--- config.mk ---
export PLATFORM = sky130hd
export DESIGN_NAME = mux_rr_nto1
export DESIGN_NICKNAME = d
export VERILOG_FILES = /design/src/rtl/mux_rr_nto1.sv
export SDC_FILE = /design/constraint.sdc
export NUM_CORES = 1
export LEC_CHECK = 0
export CORE_MARGIN = 4
export CORE_UTILIZATION = 39
export DETAILED_ROUTE_END_ITERATION = 10
export GPL_ROUTABILITY_DRIVEN = 1
export GPL_TIMING_DRIVEN = 0
export PLACE_DENSITY_LB_ADDON = 0.1
export RECOVER_POWER = 50
export SYNTH_ARGS = -nofsm -noshare
export SYNTH_HDL_FRONTEND = slang
export SYNTH_SLANG_ARGS = --single-unit
export TNS_END_PERCENT = 5
--- constraint.sdc ---
create_clock -name clk -period 3.07 [get_ports clk]
set_clock_uncertainty 0.05 [all_clocks]
set_input_delay 0.307 -clock clk [delete_from_list [all_inputs] [get_ports clk]]
set_output_delay 0.307 -clock clk [all_outputs]
set_load 0.01 [all_outputs]
--- src/rtl/mux_rr_nto1.sv ---
// -----------------------------------------------------------------------------
// mux_rr_nto1
//
// Purpose
//   N:1 data multiplexer with internal round-robin arbitration. Each of the N
//   producer channels has its own valid/ready handshake. The selected word is
//   captured in an output register that has its own valid/ready handshake
//   towards a single shared consumer. The register may be reloaded in the same
//   cycle that it is drained, so sustained throughput is one word per clock.
//
// Optional feature
//   MUX_RR_LOCK_EN : when defined, a channel that is still valid and whose
//                    previous word is the one held in the output register is
//                    granted again, and the round-robin pointer is not moved.
//                    This keeps multi-beat bursts contiguous. When undefined,
//                    the pointer moves after every grant.
//
// Parameters
//   WIDTH : data width per channel (>= 1)
//   N     : number of input channels (>= 1, any value)
//   SELW  : width of sel_o, max(1, $clog2(N))
//
// Ports
//   clk      in   1        rising-edge clock
//   reset    in   1        synchronous, active-high reset
//   x_i      in   N*WIDTH  channel data, channel k = x_i[k*WIDTH +: WIDTH]
//   valid_i  in   N        channel k offers a word
//   ready_o  out  N        one-hot or zero; channel k word taken this cycle
//   y_o      out  WIDTH    registered selected data
//   valid_o  out  1        y_o holds a valid word
//   ready_i  in   1        consumer takes y_o this cycle
//   sel_o    out  SELW     channel index of the word held in y_o
// -----------------------------------------------------------------------------
module mux_rr_nto1 #(
    parameter  int WIDTH = 8,
    parameter  int N     = 4,
    localparam int SELW  = (N > 1) ? $clog2(N) : 1
) (
    input  logic                 clk,
    input  logic                 reset,
    input  logic [N*WIDTH-1:0]   x_i,
    input  logic [N-1:0]         valid_i,
    output logic [N-1:0]         ready_o,
    output logic [WIDTH-1:0]     y_o,
    output logic                 valid_o,
    input  logic                 ready_i,
    output logic [SELW-1:0]      sel_o
);

    // -------------------------------------------------------------------------
    // State
    // -------------------------------------------------------------------------
    logic             valid_q, valid_d;
    logic [WIDTH-1:0] y_q,     y_d;
    logic [SELW-1:0]  sel_q,   sel_d;
    logic [SELW-1:0]  ptr_q,   ptr_d;   // first channel to search next time

    // -------------------------------------------------------------------------
    // Arbitration signals
    // -------------------------------------------------------------------------
    logic             accept;           // output register may load this cycle
    logic             lock_hit;         // burst lock re-grants sel_q
    logic             grant_found;
    logic [SELW-1:0]  grant_idx;
    logic [N-1:0]     grant_onehot;

    // Channel index base+offset, wrapped modulo N. offset is always < N and
    // base is always < N, so a single subtraction is enough for any N.
    function automatic logic [SELW-1:0] wrap_idx(input logic [SELW-1:0] base,
                                                 input int              offset);
        int sum;
        sum = int'(base) + offset;
        if (sum >= N) begin
            sum = sum - N;
        end
        return SELW'(sum);
    endfunction

    // A drained or empty output register can take a new word.
    assign accept = !valid_q || ready_i;

`ifdef MUX_RR_LOCK_EN
    // The channel whose word is currently held is still offering data: keep
    // granting it until it drops valid_i.
    assign lock_hit = valid_q && valid_i[sel_q];
`else
    assign lock_hit = 1'b0;
`endif

    // -------------------------------------------------------------------------
    // Grant search: ptr, ptr+1, ..., N-1, 0, ... ; first valid channel wins.
    // -------------------------------------------------------------------------
    always_comb begin
        // NOTE: every variable assigned in a combinational block gets a default
        // first, so no path can leave it unassigned and infer a latch.
        grant_found = 1'b0;
        grant_idx   = '0;
        if (lock_hit) begin
            grant_found = 1'b1;
            grant_idx   = sel_q;
        end else begin
            for (int off = 0; off < N; off++) begin
                if (!grant_found && valid_i[wrap_idx(ptr_q, off)]) begin
                    grant_found = 1'b1;
                    grant_idx   = wrap_idx(ptr_q, off);
                end
            end
        end
    end

    always_comb begin
        grant_onehot = '0;
        if (grant_found) begin
            grant_onehot[grant_idx] = 1'b1;
        end
    end

    // No channel is acknowledged while reset is asserted or while the output
    // register is stalled by the consumer.
    assign ready_o = (accept && !reset) ? grant_onehot : '0;

    // -------------------------------------------------------------------------
    // Next-state logic
    // -------------------------------------------------------------------------
    always_comb begin
        valid_d = valid_q;
        y_d     = y_q;
        sel_d   = sel_q;
        ptr_d   = ptr_q;
        if (accept) begin
            if (grant_found) begin
                valid_d = 1'b1;
                y_d     = x_i[int'(grant_idx)*WIDTH +: WIDTH];
                sel_d   = grant_idx;
                // A locked re-grant leaves the pointer at sel_q+1, so the
                // search resumes there once the burst ends.
                if (!lock_hit) begin
                    if (int'(grant_idx) == N - 1) begin
                        ptr_d = '0;
                    end else begin
                        ptr_d = grant_idx + SELW'(1);
                    end
                end
            end else begin
                // Nothing to load: the held word (if any) was just consumed.
                valid_d = 1'b0;
            end
        end
    end

    // -------------------------------------------------------------------------
    // Registers
    // -------------------------------------------------------------------------
    always_ff @(posedge clk) begin
        // NOTE: sequential state uses non-blocking assignments so every
        // register samples its next value from the same pre-edge snapshot.
        if (reset) begin
            // NOTE: the data register is reset too, because y_o is a visible
            // output that must read zero after reset; it is a single word, not
            // a memory array, so the cost is one reset per bit.
            valid_q <= 1'b0;
            y_q     <= '0;
            sel_q   <= '0;
            ptr_q   <= '0;
        end else begin
            valid_q <= valid_d;
            y_q     <= y_d;
            sel_q   <= sel_d;
            ptr_q   <= ptr_d;
        end
    end

    assign valid_o = valid_q;
    assign y_o     = y_q;
    assign sel_o   = sel_q;

endmodule

## Yosys cells after proc, flatten, opt, wreduce, memory -nomap -nowiden

Cells that the tools add are included.

- Word-level logic and storage cells: 62
- Register bits after elaboration: 13

- Add/sub/neg operators: 8
- Shift-type cells: 1
- Reduce and logical (&&, ||, !) cells: 12
- Order comparisons: 10
- Equal/unequal tests: 1
- Muxes and demuxes: 26

Operators with widths:

| kind | number |
|---|---|
| 32-bit by 6-bit variable part select with 8-bit output | 1 |
| 2-bit two-way mux | 9 |
| 2-bit by 3-bit less-than comparator with 1-bit output, second input constant | 5 |
| 1-bit two-way mux | 10 |
| 3-bit >= comparator, second input constant | 3 |
| 1-bit binary-select mux with 2-bit select | 4 |
| 4-bit two-way mux | 2 |
| 2-bit by 1-bit subtractor with 2-bit output, second input constant | 4 |
| 2-bit by 2-bit adder with 3-bit output, second input constant | 2 |
| 1-bit logical AND | 5 |
| 1-bit logical NOT | 5 |
| 2-bit by 1-bit adder with 3-bit output, second input constant | 1 |
| 2-bit by 3-bit >= comparator with 1-bit output, second input constant | 1 |
| 2-bit by 1-bit adder with 2-bit output, second input constant | 1 |
| 1-bit demux with 2-bit select | 1 |
| 2-bit by 1-bit equality test with 1-bit output, second input constant | 1 |
| 2-bit by 1-bit >= comparator with 1-bit output, second input constant | 1 |
| 2-bit AND reduction | 1 |
| 1-bit logical OR | 1 |

## Depth between registers and ports, before layout

Gate-level depths: netlist (run 1).

- Depth after elaboration: 20
- Gate-level depth with buffers: 8
- Gate-level depth less buffers: 7

## Least setup slack after synthesis (run 1)

Ideal clock, no wire load.

- Path type: register -> output
- Start: register ptr_q[1]
- End: output port ready_o[1]
- Buffers on the path: 2
- Data arrival time: 1.490 ns
- Setup slack: 1.223 ns
- Cell stages (with the launch flop): 8
- Path through: dfxtp_1 or3b_1 o221ai_1 buf_6 buf_12 inv_1 ha_1 and2_1

- Word-level cells in the longest chain between the ends: 20
- Elaborated cells on any way between the ends: 44

Ends and longest elaborated chain:

| element | RTL line | text |
|---|---|---|
| from (decl) | 56 | `logic [SELW-1:0] ptr_q, ptr_d;` |
| from (signal assigned) | 169 | `ptr_q <= ptr_d;` |
| parallel branches: the longest is 13 deep, another holds 2-bit by 1-bit adder with 3-bit output | - |  |
| 2-bit two-way mux (*) | 103 | `if (!grant_found && valid_i[wrap_idx(ptr_q, off)]) begin` |
| named net grant_idx[0] | 64 | `logic [SELW-1:0] grant_idx;` |
| 2-bit by 3-bit less-than comparator with 1-bit output (implied by the code) or 2-bit by 1-bit >= comparator with 1-bit output (tied branches) | 114 | `grant_onehot[grant_idx] = 1'b1;` |
| 1-bit logical AND (implied by the code) | 114 |  |
| 1-bit two-way mux (implied by the code) | 114 |  |
| 1-bit demux with 2-bit select (*) | 114 |  |
| 4-bit two-way mux (*) | 113 | `if (grant_found) begin` |
| 4-bit two-way mux (*) | 120 | `assign ready_o = (accept && !reset) ? grant_onehot : '0;` |
| to (decl) | 43 | `output logic [N-1:0] ready_o,` |

Mark *: on every way through the listed nets, which the timed path passes. The select of a mux whose other input is x is not followed.

## Worst setup path after layout (run 1)

- Start: input port valid_i[2]
- End: output port ready_o[1]

- Word-level cells in the longest chain between the ends: 18
- Elaborated cells on any way between the ends: 29

Ends and longest elaborated chain:

| element | RTL line | text |
|---|---|---|
| from (decl) | 42 | `input logic [N-1:0] valid_i,` |
| 1-bit binary-select mux with 2-bit select | 103 |  |
| 1-bit two-way mux (implied by the code) | 103 |  |
| 1-bit two-way mux | 103 |  |
| 1-bit logical NOT | 103 |  |
| 1-bit logical AND | 103 |  |
| 1-bit two-way mux | 103 |  |
| 1-bit logical NOT | 103 |  |
| 1-bit logical AND | 103 |  |
| [... 3 more ...] | - |  |
| 2-bit two-way mux (*) | 103 |  |
| named net grant_idx[0] | 64 |  |
| 2-bit by 3-bit less-than comparator with 1-bit output (implied by the code) or 2-bit by 1-bit >= comparator with 1-bit output (tied branches) | 114 |  |
| 1-bit logical AND (implied by the code) | 114 |  |
| 1-bit two-way mux (implied by the code) | 114 |  |
| 1-bit demux with 2-bit select (*) | 114 |  |
| 4-bit two-way mux (*) | 113 |  |
| 4-bit two-way mux (*) | 120 |  |

Mark *: on every way through the listed nets, which the timed path passes. The rest lies on a longest branch. The select of a mux whose other input is x is not followed.

==> impl_metrics.tcl, run 1 <==
set metrics [dict create \
    hold_viol_final 0 \
    yosys-mux-area-fraction 0.199 \
    route.detailed.wl_per_inst_um 14.2 \
    drtPass1Iterations 6 \
    final_layout_size_suffix_gt1_frac 0.0476 \
    layout-area-overhead-vs-synth_pct 69.1 \
    clock_sinks 13 \
    min_period_over_period 0.936 \
    mostFrequentLayoutCells "42 x clkdlybuf4s50_1, 17 x mux2i_1, 13 x dfxtp_1" \
    path_cells "clkdlybuf4s50_1 > or3b_1 > o221ai_1 > buf_6 > buf_12 > inv_1 > ha_1 > and2_1 > clkdlybuf4s50_1" \
    synth_fa_ha_area_frac 0.0586 \
    final.setup.worst_slack_ps 197 \
    pre_cts_ws_ps 178 \
    synthesis.nets 133 \
    synth_top_area_frac 0.305 \
    syn_avg_cell_area_um2 9.50 \
    yosysWarnings 0 \
    nNetsFinal 191 \
    hp-class "register to register" \
    synthesis.area_um2 855 \
    regArea_um2 260 \
    finalMaxSlewViolations 0 \
    cp.arrival_ps 2520 \
    coreArea_um2 2020 \
    yosysTopAreaCell "dfxtp_1" \
    gp_congestion 0.817 \
    ys_types 25 \
    fmax_mhz 348 \
    port_buffers 53 \
    ys_seq_area_frac 0.305 \
    totalWireLength_mm 2.48 \
    final_cell_area_um2 1450 \
    avgViaCountPerCell 5.33 \
    slowest_stage "clkdlybuf4s50_1" \
    place_area_um2 1420 \
    cts_setup_buffers 0 \
    layout_commonest_cell "clkdlybuf4s50_1" \
    vias 927 \
    io_pins 54 \
    path_class "primary input to primary output" \
    cts_buffer_depth 2 \
    outcome "complete, no violations" \
    critPathLaunchType "primary input" \
    hpwlAfterDp_mm 1.98 \
    crit_fanout 11 \
    fin_tns_setup_ps 0 \
    drcViolationCount 0 \
    vdd_drop_max_mv 0.253 \
    cts_tree "yes" \
    power.leakage_nw 0.630 \
    grt_max_degree 12 \
    antenna_found_initial 0 \
    worst_slew_pin_slew_ps 676 \
    antenna_cells 0 \
    end_kind "primary output" \
    die_width_um 54.8 \
    power_density_nw_per_um2 387 \
    start_util 0.423 \
    crit_top_cell "clkdlybuf4s50_1" \
    netlist_top_cells_area "dfxtp_1 30%, mux2i_1 20%, o221ai_1 9.2%" \
    power_uw 559 \
    grtUsageTotal 0.164 \
    synthXorXnorAreaFrac 0 \
    setup_viol 0 \
    die_h_um 54.8 \
    drtAntennaViolNets 0 \
    critPathMaxStageDelay_ps 530 \
    drtIter0Drc 15 \
    overflow 0 \
    insertion_delay_ps 270 \
    ys_ff_latch 13 \
    htree_levels 1 \
    dieArea_um2 3000 \
    post-route-min-period_ps 2870 \
    required_ps 2710 \
    synthSimpleGateAreaFrac 0.209 \
    cts_buffers 3 \
    clkTransAtPathRegs_ps 70 \
    nFillCells 181 \
    drv_cap 0 \
    slew_headroom 0.545 \
    grt_pass1_vias 834 \
    placementRows 16 \
    synth_top_family_by_area "simple AND/OR/NAND/NOR gates" \
    syn_inst 90 \
    synth-compound-area-share 0.161 \
    multi_input_area_um2 537 \
    grt_first_pass_wirelength_mm 3.54 \
    grt_setup_unrepaired "false" \
    cts_resized 0 \
    clk_root_buffer_cell "clkbuf_4" \
    ctsHoldBuffers 0 \
]
[worst max-delay path: cells and delay by family]
| family | cells | cell delay [ps] |
|---|---|---|
| simple gates | 2 | 500 |
| compound gates | 1 | 100 |
| buf+inv | 5 | 1440 |
| fa+ha+maj | 1 | 180 |
[final timing paths]
path | to | depth (start not counted) | startpoint | slack [ps]
min | sel_o[0] | 2 | sel_o[0] | 410
min reg2reg | sel_o[0] | 2 | sel_o[0] | 410
max reg2reg | ptr_q[1] | 8 | ptr_q[1] | 1200
max | ready_o[1] | 9 | valid_i[2] | 200
[logic make-up (layout without fill, tap and decap cells)]
family	count (synthesis)	after routing
AND/OR/NAND/NOR	30	30
AO/OA/AOI/OAI	18	18
multiplexers	17	17
flip-flops	13	13
buffers and inverters	8	65
adder cells (fa/ha/maj)	4	4
[per-stage QoR]
stage,util,instances,hold slack [ps]
6_report,0.715,174,414
5_1_grt,0.715,174,440
4_1_cts,0.715,174,416
3_5_place_dp,0.702,170,405
3_3_place_gp,0.702,170,397
2_1_floorplan,-,90,431
[flip-flops by register name, summed over array words and instances (netlist names)]
| name | flops |
|---|---|
| y_o | 8 |
| ptr_q | 2 |
| sel_o | 2 |
| valid_o | 1 |
[power breakdown]
| group | total, mW | internal (mW) | switching [mW] |
|---|---|---|---|
| Clock | 0.107 | 0.0504 | 0.0563 |
| Sequential | 0.207 | 0.193 | 0.0143 |
| Combinational | 0.245 | 0.142 | 0.103 |
| Total | 0.559 | 0.386 | 0.174 |
[cell type report]
| cell class | count | area share |
|---|---|---|
| multi-input cells | 69 | 0.371 |
| plain buffers | 4 | 0.0294 |
| repair buffers | 53 | 0.367 |
| flip-flops and latches | 13 | 0.180 |
| clock buffers | 4 | 0.0182 |
| inverters | 4 | 0.0104 |
| well taps | 27 | 0.0234 |
[Yosys cell counts]
cell type / number
dfxtp_1: 13
nor2b_1: 3
or2_2: 1
nand3_1: 2
a21boi_0: 1
buf_4: 1
o221ai_1: 9
or3b_1: 1
o21bai_1: 1
a211o_1: 1
clkbuf_1: 1
nand2_1: 6
nor2_1: 1
and2_1: 5
inv_1: 4
nor4_1: 1
buf_6: 1
buf_12: 1
nand3b_1: 8
a21oi_1: 5
ha_1: 4
nand2b_1: 1
mux2i_1: 17
a221o_1: 1
nor3_1: 1
[routing by layer]
layer  GRT usage  share of wire  up-vias
met5           0              0        -
met4      0.0622          0.013        0
met3      0.0381          0.086        5
met2       0.305           0.51       39
met1       0.176           0.39      428
li1            -              -      455
Power figures use the tool's default switching activity.
==> run 2: changes to the inputs <==
--- a/config.mk
+++ b/config.mk
@@ -5,8 +5,11 @@
 export SDC_FILE = /design/constraint.sdc
 export NUM_CORES = 1
 export LEC_CHECK = 0
+export CAP_MARGIN = 5
+export CELL_PAD_IN_SITES_DETAIL_PLACEMENT = 0
+export CELL_PAD_IN_SITES_GLOBAL_PLACEMENT = 1
 export CORE_MARGIN = 4
-export CORE_UTILIZATION = 39
+export CORE_UTILIZATION = 27
 export DETAILED_ROUTE_END_ITERATION = 10
 export GPL_ROUTABILITY_DRIVEN = 1
 export GPL_TIMING_DRIVEN = 0
==> run 2 against run 1 <==
Compared with the run above: first-iteration DRC count shrank 20%; global-route usage down 4.0 points; non-clock buffer count is the same.
==> impl_metrics.tcl, run 2 (synthesis results as in run 1) <==
set metrics [dict create \
    outcome "complete, no violations" \
    min_period_over_period 0.937 \
    cts_tree "yes" \
    hold_slack_ps 412 \
    fmax_mhz 348 \
    reg2reg_from "ptr_q[1]" \
    power.leakage_nw 0.634 \
    cp.arrival_ps 2520 \
    gp_congestion 0.715 \
    required_ps 2710 \
    drcViolationCount 0 \
    layout-area-overhead-vs-synth_pct 71.7 \
    grt_max_degree 12 \
    mostFrequentLayoutCells "42 x clkdlybuf4s50_1, 17 x mux2i_1, 13 x dfxtp_1" \
    rrSetupSlack_ps 1220 \
    worst_slew_pin_slew_ps 544 \
    hold_start "sel_o[1]" \
    worstReg2RegEnd "ptr_q[1]" \
    port_buffers 53 \
    clock_sinks 13 \
    setup_viol 0 \
    final_util 0.481 \
    hp-class "register to register" \
    vdd_drop_max_mv 0.236 \
    crit_fanout 11 \
    drtAntennaViolNets 0 \
    vias 891 \
    cts_resized 0 \
    cts_buffer_depth 2 \
    die_h_um 64.3 \
    grtUsageTotal 0.125 \
    combPwrFrac 0.433 \
    power_density_nw_per_um2 384 \
    drtIter0Drc 12 \
    start_util 0.280 \
    cts_setup_buffers 0 \
    path_cells "clkdlybuf4s50_1 > or3b_1 > o221ai_1 > buf_6 > buf_12 > inv_1 > ha_1 > and2_1 > clkdlybuf4s50_1" \
    clk_root_buffer_cell "clkbuf_4" \
    placementRows 20 \
    crit_top_cell "clkdlybuf4s50_1" \
    pre_cts_ws_ps 172 \
    reg2reg_depth 8 \
    grt_first_pass_wirelength_mm 4.00 \
    fin_tns_setup_ps 0 \
    slowest_stage "clkdlybuf4s50_1" \
    slew_headroom 0.634 \
    p_int_uw 384 \
    p_clk_frac 0.199 \
    antenna_found_initial 0 \
    drtPass1Iterations 4 \
    end_kind "primary output" \
    dieArea_um2 4130 \
    overflow 0 \
    avgViaCountPerCell 4.66 \
    finalMaxSlewViolations 0 \
    ctsHoldBuffers 0 \
    hpwlAfterDp_mm 2.05 \
    largest_register_ffs 8 \
    totalWireLength_mm 2.55 \
    cts_buffers 3 \
    layout.cells.non_filler 191 \
    switchingPower_uw 180 \
    min_to "sel_o[1]" \
    place_inst 187 \
    critPathMaxStageDelay_ps 530 \
    final.setup.worst_slack_ps 192 \
    die_width_um 64.3 \
    hold_path_depth 2 \
    critPathLaunchType "primary input" \
    path_class "primary input to primary output" \
    drv_cap 0 \
    antenna_cells 0 \
    layout_commonest_cell "clkdlybuf4s50_1" \
    swShare 0.319 \
    htree_levels 1 \
    coreArea_um2 3050 \
    insertion_delay_ps 290 \
    p_seq_frac 0.368 \
    route.detailed.wl_per_inst_um 13.4 \
    clkTransAtPathRegs_ps 90 \
    grt_setup_unrepaired "false" \
    post-route-min-period_ps 2880 \
    grt_pass1_vias 873 \
    final_layout_size_suffix_gt1_frac 0.0544 \
    hold_viol_final 0 \
    nNetsFinal 191 \
    io_pins 54 \
]
==> run 2: cell count changes in the layout (fill, tap and decap cells not counted), sizes merged <==
cell and change:
clkbuf -1, clkinv +1
==> run 2: area by class of cell <==
cell class,count,area [um2]
multi-input cells,69,537
well taps,44,55.1
repair buffers,53,531
inverters,4,15.0
flip-flops and latches,13,260
clock inverters,1,5.00
plain buffers,4,42.5
fillers,313,1590
clock buffers,3,22.5
==> run 2: metal layers <==
layer	wire, um	GRT usage
met1	1070	0.142
met5	0	0
met4	20	0.0396
met2	1250	0.210
met3	207	0.0527
==> run 2: per-stage QoR <==
stage | total power [mW] | area, um2
after global routing | 0.598 | 1470
final | 0.564 | 1470
after floorplan | 0.340 | 855
after CTS | 0.577 | 1470
after global placement | 0.464 | 1440
after detailed placement | 0.468 | 1440
==> run 2: how the worst max path moves through the flow <==
stage / start / end / slack [ps]
5_1_grt: valid_i[2] / ready_o[1] / 100
4_1_cts: valid_i[2] / ready_o[3] / 170
2_1_floorplan: ptr_q[1] / ready_o[1] / 1220
3_5_place_dp: valid_i[2] / ready_o[3] / 170
3_3_place_gp: valid_i[2] / ready_o[1] / 210
6_report: valid_i[2] / ready_o[3] / 190
==> run 2: power groups by stage <==
stage	clock, mW	sequential, mW	combinational (mW)
2_1_floorplan	0	0.220	0.120
4_1_cts	0.112	0.208	0.257
3_3_place_gp	0	0.212	0.252
5_1_grt	0.121	0.211	0.267
6_report	0.112	0.207	0.244
3_5_place_dp	0	0.211	0.256
==> run 2: critical path: cells and delay by family <==
family                     cells  cell delay, ps
adders and majority gates      1             190
buffers and inverters          5            1430
AOI/OAI and AO/OA              1              90
and+or+nand+nor                2             480
